<file path="src/rtl/num_screen_scan.sv">
// Multiplexed 7-segment scan driver with double-buffered loads,
// leading-zero suppression, blink, PWM dimming and inter-digit blanking.
module num_screen_scan #(
    parameter int DIGITS       = 8,
    parameter int SCAN_DIV     = 100000,
    parameter int BLANK_CYC    = 16,
    parameter int BLINK_FRAMES = 64,
    parameter int BW           = 3
) (
    input  logic                   clock,
    input  logic                   rst,
    input  logic                   load,
    input  logic [DIGITS-1:0]      en,
    input  logic [DIGITS-1:0][3:0] display,
    input  logic [DIGITS-1:0]      dots,
    input  logic [DIGITS-1:0]      blink,
    input  logic                   lzs,
    input  logic [BW-1:0]          bright,
    output logic [DIGITS-1:0]      targeten,
    output logic [7:0]             targetdisplay,
    output logic                   frame_start,
    output logic                   pending
);

    localparam int TW = $clog2(SCAN_DIV);
    localparam int IW = (DIGITS > 1) ? $clog2(DIGITS) : 1;
    localparam int FW = (BLINK_FRAMES > 1) ? $clog2(BLINK_FRAMES) : 1;

    logic [TW-1:0]          tick_q, tick_d;
    logic [IW-1:0]          idx_q, idx_d;
    logic [FW-1:0]          frm_q, frm_d;
    logic                   phase_q, phase_d;
    logic [BW-1:0]          pwm_q, pwm_d;
    logic                   pend_q, pend_d;
    logic                   fs_q, fs_d;
    logic [DIGITS-1:0]      ten_q, ten_d;
    logic [7:0]             tdisp_q, tdisp_d;

    logic [DIGITS-1:0]      stg_en_q, stg_en_d;
    logic [DIGITS-1:0][3:0] stg_disp_q, stg_disp_d;
    logic [DIGITS-1:0]      stg_dots_q, stg_dots_d;
    logic [DIGITS-1:0]      stg_blink_q, stg_blink_d;
    logic                   stg_lzs_q, stg_lzs_d;

    logic [DIGITS-1:0]      act_en_q, act_en_d;
    logic [DIGITS-1:0][3:0] act_disp_q, act_disp_d;
    logic [DIGITS-1:0]      act_dots_q, act_dots_d;
    logic [DIGITS-1:0]      act_blink_q, act_blink_d;
    logic                   act_lzs_q, act_lzs_d;

    logic                   tick_wrap;
    logic                   boundary;
    logic [DIGITS-1:0]      supp;
    logic                   zero_run;
    logic                   lit;
    logic [6:0]             seg;

    function automatic logic [6:0] decode(input logic [3:0] v);
        case (v)
            4'h0:    decode = 7'h3F;
            4'h1:    decode = 7'h06;
            4'h2:    decode = 7'h5B;
            4'h3:    decode = 7'h4F;
            4'h4:    decode = 7'h66;
            4'h5:    decode = 7'h6D;
            4'h6:    decode = 7'h7D;
            4'h7:    decode = 7'h07;
            4'h8:    decode = 7'h7F;
            4'h9:    decode = 7'h6F;
            4'hA:    decode = 7'h77;
            4'hB:    decode = 7'h7C;
            4'hC:    decode = 7'h39;
            4'hD:    decode = 7'h5E;
            4'hE:    decode = 7'h79;
            default: decode = 7'h71;
        endcase
    endfunction

    assign tick_wrap = (tick_q == TW'(SCAN_DIV - 1));
    assign boundary  = tick_wrap && (idx_q == IW'(DIGITS - 1));

    always_comb begin
        tick_d      = tick_wrap ? '0 : tick_q + 1'b1;
        idx_d       = idx_q;
        frm_d       = frm_q;
        phase_d     = phase_q;
        pwm_d       = pwm_q + 1'b1;
        pend_d      = pend_q;
        fs_d        = boundary;
        stg_en_d    = stg_en_q;
        stg_disp_d  = stg_disp_q;
        stg_dots_d  = stg_dots_q;
        stg_blink_d = stg_blink_q;
        stg_lzs_d   = stg_lzs_q;
        act_en_d    = act_en_q;
        act_disp_d  = act_disp_q;
        act_dots_d  = act_dots_q;
        act_blink_d = act_blink_q;
        act_lzs_d   = act_lzs_q;
        if (tick_wrap) begin
            idx_d = (idx_q == IW'(DIGITS - 1)) ? '0 : idx_q + 1'b1;
        end
        if (boundary) begin
            if (frm_q == FW'(BLINK_FRAMES - 1)) begin
                frm_d   = '0;
                phase_d = ~phase_q;
            end else begin
                frm_d = frm_q + 1'b1;
            end
            if (pend_q) begin
                act_en_d    = stg_en_q;
                act_disp_d  = stg_disp_q;
                act_dots_d  = stg_dots_q;
                act_blink_d = stg_blink_q;
                act_lzs_d   = stg_lzs_q;
                pend_d      = 1'b0;
            end
        end
        // A load on the boundary cycle re-arms after the old stage moves out
        if (load) begin
            stg_en_d    = en;
            stg_disp_d  = display;
            stg_dots_d  = dots;
            stg_blink_d = blink;
            stg_lzs_d   = lzs;
            pend_d      = 1'b1;
        end
    end

    always_comb begin
        zero_run = 1'b1;
        supp     = '0;
        for (int k = DIGITS - 1; k >= 0; k--) begin
            zero_run = zero_run && (!act_en_q[k] || act_disp_q[k] == 4'h0);
            supp[k]  = act_lzs_q && zero_run && (k != 0);
        end
    end

    always_comb begin
        seg = decode(act_disp_q[idx_q]);
        lit = act_en_q[idx_q]
           && !(act_blink_q[idx_q] && phase_q)
           && !supp[idx_q]
           && (tick_q >= TW'(BLANK_CYC))
           && (pwm_q <= bright);
        ten_d   = lit ? ~(DIGITS'(1) << idx_q) : '1;
        tdisp_d = lit ? ~{act_dots_q[idx_q], seg} : 8'hFF;
    end

    always_ff @(posedge clock or negedge rst) begin
        if (!rst) begin
            tick_q      <= '0;
            idx_q       <= '0;
            frm_q       <= '0;
            phase_q     <= 1'b0;
            pwm_q       <= '0;
            pend_q      <= 1'b0;
            fs_q        <= 1'b0;
            ten_q       <= '1;
            tdisp_q     <= 8'hFF;
            stg_en_q    <= '0;
            stg_disp_q  <= '0;
            stg_dots_q  <= '0;
            stg_blink_q <= '0;
            stg_lzs_q   <= 1'b0;
            act_en_q    <= '0;
            act_disp_q  <= '0;
            act_dots_q  <= '0;
            act_blink_q <= '0;
            act_lzs_q   <= 1'b0;
        end else begin
            tick_q      <= tick_d;
            idx_q       <= idx_d;
            frm_q       <= frm_d;
            phase_q     <= phase_d;
            pwm_q       <= pwm_d;
            pend_q      <= pend_d;
            fs_q        <= fs_d;
            ten_q       <= ten_d;
            tdisp_q     <= tdisp_d;
            stg_en_q    <= stg_en_d;
            stg_disp_q  <= stg_disp_d;
            stg_dots_q  <= stg_dots_d;
            stg_blink_q <= stg_blink_d;
            stg_lzs_q   <= stg_lzs_d;
            act_en_q    <= act_en_d;
            act_disp_q  <= act_disp_d;
            act_dots_q  <= act_dots_d;
            act_blink_q <= act_blink_d;
            act_lzs_q   <= act_lzs_d;
        end
    end

    assign targeten      = ten_q;
    assign targetdisplay = tdisp_q;
    assign frame_start   = fs_q;
    assign pending       = pend_q;

endmodule
</file>
<file path="config.mk">
export PLATFORM = sky130hd
export DESIGN_NAME = num_screen_scan
export DESIGN_NICKNAME = d
export VERILOG_FILES = /design/src/rtl/num_screen_scan.sv
export SDC_FILE = /design/constraint.sdc
export NUM_CORES = 1
export LEC_CHECK = 0
export ABC_AREA = 1
export CORE_UTILIZATION = 47
export DETAILED_ROUTE_END_ITERATION = 7
export PLACE_DENSITY = 0.68
export RECOVER_POWER = 100
export REMOVE_ABC_BUFFERS = 1
export SYNTH_ARGS = -nofsm -noshare
export SYNTH_HDL_FRONTEND = slang
export SYNTH_SLANG_ARGS = --single-unit
</file>
<file path="constraint.sdc">
create_clock -name clock -period 2.8 [get_ports clock]
set_input_delay 0.28 -clock clock [delete_from_list [all_inputs] [get_ports clock]]
set_output_delay 0.28 -clock clock [all_outputs]
set_load 0.01 [all_outputs]
</file>
---- Word-level counts from Yosys, hierarchy flattened ----
Memory sizes are Yosys's and may differ from the RTL's.
Cells that the tools add are included.
operators by class
  bitwise logic cells ..................... 3
  multiplexer cells ....................... 17
  equality and inequality tests ........... 3
  magnitude comparators ................... 3
  add/sub/neg operators ................... 4
  shift operators ......................... 1
  reduce and logical (&&, ||, !) cells .... 45
operator list
  kind                                                        count
  logical NOT 4 bit                                           7
  logical AND 1 bit                                           19
  adder 17 x 1 -> 17 bit, second input constant               1
  == test 17 bit, second input constant                       1
  >= comparator 17 x 5 -> 1 bit, second input constant        1
  2-to-1 mux 17 bit                                           1
  2-to-1 mux 8 bit                                            2
  inverter 8 bit                                              2
  binary-select mux 1 bit (select 3 bit)                      4
  binary-select mux 4 bit (select 3 bit)                      1
  logical NOT 1 bit                                           9
  << shifter 1 x 3 -> 8 bit, first input constant             1
  logical OR 1 bit                                            7
  adder 3 x 1 -> 3 bit, second input constant                 2
  adder 6 x 1 -> 6 bit, second input constant                 1
  == test 6 bit, second input constant                        1
  2-to-1 mux 1 bit                                            6
  2-to-1 mux 6 bit                                            1
  less-than comparator 3 x 4 -> 1 bit, second input constant  1
  2-to-1 mux 4 bit                                            1
  AND reduction 2 bit                                         2
  == test 3 bit, second input constant                        1
  less-or-equal comparator 3 bit                              1
  2-to-1 mux 3 bit                                            1
  2 further kinds                                             2
storage, ports and cells
  word-level logic and storage cells ...... 110
  output and inout port bits .............. 18
  bits of input ports ..................... 63
  register bits ........................... 162
  memories kept ........................... 1
  bits in read-only memories .............. 112
memories
  name             words  width  read ports  clocked after Yosys merged registers in  write ports  RTL line  text
  (no name shown)  16     7      1           0                                        0            59        case (v)

---- Logic depth before layout (Yosys ltp) ----
Gate-level depths: netlist of the first run.
  word-level depth ........................ 16
  depth in mapped cells ................... 15
  mapped depth without buffers ............ 13

---- Worst setup path before layout of the first run ----
No wires, ideal clock.
  kind .................................... flip-flop to flip-flop
  from .................................... register idx_q[0]
  to ...................................... register tdisp_q[6] (netlist: targetdisplay[6])
  data required time ...................... 2.718 ns
  library setup time ...................... 0.082 ns
  period minus slack after synthesis ...... 1.933 ns
  path slack .............................. 0.867 ns
  path buffers ............................ 2
  data arrival time ....................... 1.850 ns
  stages on the path, launching flop included .. 16
  cells stage by stage .................... dfrtp_1 -> buf_2 -> inv_2 -> clkbuf_1 -> nand2_1 -> nand3_1 -> nand2_1 -> nand2_1 -> nand2_1 -> ha_1 -> inv_1 -> nand3_1 -> nand2_1 -> nor2_1 -> nor2_1 -> nand2_1
on the way
  word-level cells in the longest chain between the ends .. 9
  elaborated cells on any way between the ends .. 18
  those cells by class .................... mux (9); bitwise (1); reduce/logical (7); memory (1)
ends and longest elaborated chain
  element                                                      RTL line  text
  start: declaration                                           30        logic [IW-1:0] idx_q, idx_d;
  start signal: assignment                                     173       idx_q <= idx_d;
  branches (longest 8 deep; another with memory (16 x 7 bit))  --
  2-to-1 mux 8 bit *                                           147       tdisp_d = lit ? ~{act_dots_q[idx_q], seg} : 8'hFF;
  named net tdisp_d[6]                                         37        logic [7:0] tdisp_q, tdisp_d;
  end signal: assignment                                       180       tdisp_q <= tdisp_d;
  end: declaration                                             37
Mark *: on every way through the listed nets, which the timed path passes. The select of a mux whose other input is x is not followed.
A chain may end at the register's enable or synchronous reset.

---- Worst setup path in the final report of the first run ----
  from .................................... register tick_q[1]
  to ...................................... register act_dots_q[6]
on the way
  word-level cells in the longest chain between the ends .. 3
ends and longest elaborated chain
  element                               RTL line  text
  start: declaration                    29        logic [TW-1:0] tick_q, tick_d;
  start signal: assignment              172       tick_q <= tick_d;
  == test 17 bit                        79        assign tick_wrap = (tick_q == TW'(SCAN_DIV - 1));
  logical AND 1 bit                     80        assign boundary = tick_wrap && (idx_q == IW'(DIGITS - 1));
  AND reduction 2 bit (no source line)  --
  end signal: assignment                188       act_dots_q <= act_dots_d;
  end: declaration                      47        logic [DIGITS-1:0] act_dots_q, act_dots_d;
No other way between the ends.

==> results of run 1 <==
-- power groups by stage --
stage / combinational, mW / clock [mW] / sequential (mW)
finish: 0.238 / 2.33 / 2.46
global route: 0.278 / 2.48 / 2.47
CTS: 0.247 / 2.38 / 2.46
detailed placement: 0.245 / 0 / 2.50
global placement: 0.241 / 0 / 2.50
floorplan: 0.0764 / 0 / 2.49
-- state kept, by name, indices dropped and copies added (netlist names), 3 cells and up --
register       cells
act_disp_q        32
stg_disp_q        32
tick_q            17
act_blink_q        8
act_dots_q         8
act_en_q           8
stg_blink_q        8
stg_dots_q         8
stg_en_q           8
targetdisplay      8
targeten           8
frm_q              6
idx_q              3
pwm_q              3
-- worst register-to-register path, cell delays in order, from the launching register on --
cell and delay (ps):
dfrtp_1 380, ha_1 210, nand2_2 60, nor2_1 300, clkinv_1 160, nor3_1 190, nand2_1 170, nor2_2 210
nand2_2 390, nand2_1 210, nand2_1 60
-- cells by family after synthesis --
logic type               synth area share
AO/OA/AOI/OAI                      0.0438
XOR/XNOR                           0.0158
adder cells (fa/ha/maj)            0.0290
buffers and inverters              0.0698
flip-flops                          0.525
AND/OR/NAND/NOR                     0.317
-- final cells by class --
cell class / instances / area, um^2
Multi-Input combinational cell: 679 / 3130
Clock buffer: 22 / 474
Clock inverter: 10 / 124
Inverter: 85 / 319
Fill cell: 1559 / 6690
Timing Repair Buffer: 95 / 921
Tap cell: 216 / 270
Sequential cell: 162 / 4070
-- synth_stat cells (all sizes together) (8+ instances only) --
cell type  number
nand2         411
inv            84
nor2           65
a21oi          12
buf            23
nand3          87
dfstp          16
dfrtp         146
ha             18
xor2           10
clkbuf         15
o21ai          46
nor3            8
-- through the flow --
stage               setup TNS [ps]  setup WS, ps  total power, mW  cell area, um^2
floorplan                    -1710         -61.0             2.57             7540
global placement                 0           455             2.74             8740
detailed placement               0           398             2.75             8740
CTS                              0           395             5.09             9350
global route                     0           165             5.23             9320
finish                           0           364             5.03             9320
-- how the worst max path moves through the flow --
stage	start	endpoint	slack, ps	depth (start not counted)
5_1_grt	tick_q[0]$_DFF_PN0_	act_dots_q[2]$_DFFE_PN0P_	160	10
2_1_floorplan	idx_q[0]$_DFFE_PN0N_	act_blink_q[0]$_DFFE_PN0P_	-60	7
6_report	tick_q[1]$_DFF_PN0_	act_dots_q[6]$_DFFE_PN0P_	360	10
3_5_place_dp	bright[2]	targetdisplay[1]$_DFF_PN1_	400	11
3_3_place_gp	bright[2]	targetdisplay[5]$_DFF_PN1_	450	11
4_1_cts	idx_q[2]$_DFFE_PN0N_	act_en_q[3]$_DFFE_PN0P_	390	6
-- layer usage --
layer,GRT usage,vias up
met5,0,-
met4,0.0622,0
met3,0.0468,23
met2,0.343,150
met1,0.310,2902
li1,-,3155
-- what timing repair did --
item,CTS,global route
resized for setup,0,0
hold endpoints to repair,56,0
hold buffers,1,0
==> impl_metrics.json, run 1 <==
{
  "outcome": "completed",
  "whs_path_depth": 3,
  "hold_path.class": "in -> reg",
  "cap_violations": 0,
  "vias": 6230,
  "grt_pass1_vias": 5838,
  "clock_latency_ps": 420,
  "crit_required_ps": 3100,
  "postCtsSetupBuffers": 0,
  "period_share": 0.870,
  "root_buffer": "clkbuf_16",
  "hp-start": "display[15]",
  "skew_ps": 11.8,
  "whs_ps": 387,
  "first_pass_iters": 5,
  "synth.avg_cell_area_um2": 8.06,
  "pwr-share-comb": 0.047,
  "critPathKind": "reg -> reg",
  "synth_edf_count": 0,
  "rows": 46,
  "wl_met3_um": 767,
  "synthCells": 964,
  "cpPeakStageDelay_ps": 390,
  "whs_endpoint": "stg_disp_q[15]$_DFFE_PN0P_",
  "reg2reg_slack_ps": 360,
  "top_layer_used": "met4",
  "cpMaxStageDelayCell": "nand2_2",
  "ys_types": 33,
  "reg2reg_depth": 10,
  "crit_buf_inv": 1,
  "synth_area_mm2": 0.00777,
  "synth_top_area_frac": 0.470,
  "grt_pass1_wl_um": 28900,
  "clkSlewWorstSetupHoldPaths_ps": 60,
  "crit_fanout": 28,
  "port_buffers": 80,
  "fin_cells": 1269,
  "setup_viol": 0,
  "synth_flop_cell": "dfrtp_1",
  "route.detailed.drc": 0,
  "core_area_mm2": 0.0160,
  "yosysTopAreaCell": "dfrtp_1",
  "post-route-util": 0.582,
  "end_kind": "flip-flop",
  "maxSlewViolCount": 0,
  "layout_commonest_cell": "nand2_1",
  "regToRegStartpoint": "tick_q[1]$_DFF_PN0_",
  "drive_above_1_share": 0.0855,
  "die_x_um": 131,
  "fin_crit_ps": 2440,
  "dieArea_mm2": 0.0170,
  "ir_drop_mv": 0.429,
  "dp_hpwl_um": 11500,
  "dp_cells": 1236,
  "cts.htree.levels": 4,
  "critPathMostFrequentCell": "nand2_1",
  "yosys_warnings": 0,
  "wl_met1_um": 8250,
  "cp.arrival_ps": 2740,
  "totalWireLength_um": 17000,
  "async_flop_share": 1.00,
  "crit_path_start_kind": "flip-flop",
  "leakagePower_nw": 4.62,
  "p_clk_frac": 0.464,
  "antenna_found_initial": 0,
  "internal_power_mw": 3.92,
  "met2WireLength_um": 7750,
  "final_net_count": 1121,
  "die_h_um": 131,
  "crit_family": "simple AND/OR/NAND/NOR gates",
  "synth-seq-cells": 162,
  "track_usage": 0.220,
  "place.gp.congestion": 0.818,
  "clock-sinks": 162,
  "switching_power_mw": 1.11,
  "cts_tree": "yes",
  "worst_pin_slew_ps": 1490,
  "p_sw_frac": 0.220,
  "post_drt_wl_per_cell_um": 13.4,
  "p_seq_frac": 0.489,
  "synthTopCellsByArea": "dfrtp_1 (47%), nand2_1 (19%), nand3_1 (5.6%)",
  "mostFrequentLayoutCells": "nand2_1 (388), dfrtp_1 (146), nand3_1 (87)",
  "grt-ovfl-total": 0,
  "final_hold_viol_count": 0,
  "initial_utilization": 0.485,
  "diodes": 0,
  "antenna_left": 0,
  "vias_per_cell": 4.91,
  "r2r_end": "act_dots_q[6]$_DFFE_PN0P_",
  "ys_seq_area_frac": 0.525,
  "crit_chain": "ha_1, nand2_2, nor2_1, clkinv_1, nor3_1, nand2_1, nor2_2, nand2_2, nand2_1, nand2_1",
  "p_per_area_mw_per_mm2": 540,
  "fmax_ghz": 0.410,
  "grt_max_degree": 66,
  "cts_buffers": 17,
  "num_io_pins": 81,
  "areaGrowthSynthToFinish_pct": 19.9,
  "dr.first_iter.drc_count": 380,
  "max-slew-margin-rel": 0.00589,
  "cts_max_path_buffers": 2,
  "rsz0062_at_grt": "false"
}
(Power assumes the default switching activity.)
==> run 2: changes to the inputs <==
CORE_UTILIZATION = 55   (was 47)
PLACE_DENSITY = 0.78   (was 0.68)
==> impl_metrics.json, run 2 (synthesized netlist as in run 1, its figures left out) <==
{
  "clkSlewWorstSetupHoldPaths_ps": 70,
  "num_io_pins": 81,
  "dr.first_iter.drc_count": 482,
  "p_per_area_mw_per_mm2": 549,
  "use_met1": 0.353,
  "final_net_count": 1121,
  "largestRegisters": "act_disp_q (32), stg_disp_q (32), tick_q (17)",
  "cpPeakStageDelay_ps": 680,
  "core_area_mm2": 0.0138,
  "cts.htree.levels": 4,
  "post_drt_wl_per_cell_um": 13.9,
  "end_kind": "flip-flop",
  "mostFrequentLayoutCells": "nand2_1 (390), dfrtp_1 (146), nand3_1 (87)",
  "rsz0062_at_grt": "false",
  "first_pass_iters": 8,
  "cp.arrival_ps": 2850,
  "route.detailed.drc": 2,
  "leakagePower_nw": 4.59,
  "antenna_found_initial": 0,
  "clock_latency_ps": 440,
  "fin_cells": 1233,
  "totalWireLength_um": 17100,
  "outcome": "finished, violations left",
  "root_buffer": "clkbuf_16",
  "cap_violations": 1,
  "layout_commonest_cell": "nand2_1",
  "hold_path.class": "in -> reg",
  "busiest_layer": "met2",
  "place_ws_ps": 453,
  "ir_drop_mv": 0.521,
  "vias": 6337,
  "die_x_um": 121,
  "dp_cells": 1200,
  "cts_resized": 0,
  "place.gp.congestion": 0.930,
  "track_usage": 0.261,
  "finalSetupTns_ps": 0,
  "diodes": 0,
  "rows": 43,
  "cts_max_path_buffers": 2,
  "cts_tree": "yes",
  "crit_fanout": 28,
  "crit_required_ps": 3120,
  "grt_max_degree": 58,
  "fmax_ghz": 0.396,
  "critPathKind": "reg -> reg",
  "grt_pass1_wl_um": 29600,
  "grt-ovfl-total": 0,
  "maxSlewViolCount": 58,
  "dp_hpwl_um": 11600,
  "grt_pass1_vias": 6139,
  "fin_crit_ps": 2530,
  "period_share": 0.902,
  "antenna_left": 0,
  "dieArea_mm2": 0.0146,
  "worst_pin_slew_ps": 2290,
  "crit_path_start_kind": "flip-flop",
  "layout_setup_ws_ps": 274,
  "clock-sinks": 162,
  "grt_use_met3": 0.0476,
  "initial_utilization": 0.562,
  "drive_above_1_share": 0.0845,
  "violations": "DRC, capacitance limit, slew limit",
  "port_buffers": 80,
  "areaGrowthSynthToFinish_pct": 19.3,
  "grtUsageMet2": 0.413,
  "cpMaxStageDelayCell": "dfrtp_1",
  "crit_chain": "ha_1, ha_1, inv_1, nor2_1, nand2_2, nand2_1, nand2_1",
  "die_h_um": 121,
  "max-slew-margin-rel": -0.529,
  "setup_viol": 0,
  "skew_ps": 6.22,
  "cts_buffers": 17,
  "vias_per_cell": 5.14,
  "fillerInstances": 1125,
  "final_hold_viol_count": 0
}
-- run 2: power breakdown --
part / leakage (nW) / switching [mW] / total, mW / internal, mW
sequential: 2.08 / 0.0482 / 2.46 / 2.42
combinational: 2.23 / 0.125 / 0.241 / 0.116
clock: 0.282 / 0.973 / 2.38 / 1.41
-- run 2: worst max-delay path, delay by kind of cell, from the launching register on --
family / cells / cell delay, ps
DFF: 1 / 680
buffers and inverters: 1 / 100
and+or+nand+nor: 4 / 1130
adders and majority gates: 2 / 490
-- run 2: layout make-up --
class / instances / area (um^2) / share of cell area
Sequential cell: 162 / 4070 / 0.440
Multi-Input combinational cell: 679 / 3130 / 0.338
Timing Repair Buffer: 95 / 910 / 0.0982
Clock buffer: 17 / 425 / 0.0459
Inverter: 85 / 319 / 0.0344
Tap cell: 180 / 225 / 0.0243
Clock inverter: 15 / 185 / 0.0200
-- run 2: per-layer routing --
layer,part of all wire,vias up
met5,0,-
met4,0.019,0
met3,0.040,31
met2,0.48,157
met1,0.46,2994
li1,-,3155
-- run 2: path summary, 6_finish.rpt --
kind                                                 start                         end  slack [ps]  cells past startpoint
worst max-delay path                  idx_q[1]$_DFFE_PN0N_   act_dots_q[5]$_DFFE_PN0P_         270                      7
max in group asynchronous                              rst  stg_disp_q[30]$_DFFE_PN0P_         630                      3
worst min-delay path                           display[16]  stg_disp_q[16]$_DFFE_PN0P_         380                      3
worst min register to register  stg_disp_q[31]$_DFFE_PN0P_  act_disp_q[31]$_DFFE_PN0P_         460                      2
worst max register to register        idx_q[1]$_DFFE_PN0N_   act_dots_q[5]$_DFFE_PN0P_         270                      7
min in group asynchronous                              rst         tick_q[9]$_DFF_PN0_         650                      2
-- run 2: repair_timing --
item                                   CTS  global route
endpoints found under the hold margin   40             0
buffers inserted                         0             0
hold buffers                             1             0
-- run 2: through the flow --
step	power, mW	area, um^2	hold WS (ps)	utilization
4_1_cts	5.14	9330	355	0.675
5_1_grt	5.25	9270	382	0.670
2_1_floorplan	2.57	7540	-15.6	-
6_report	5.09	9270	376	0.670
3_3_place_gp	2.74	8710	262	0.630
3_5_place_dp	2.75	8710	269	0.630
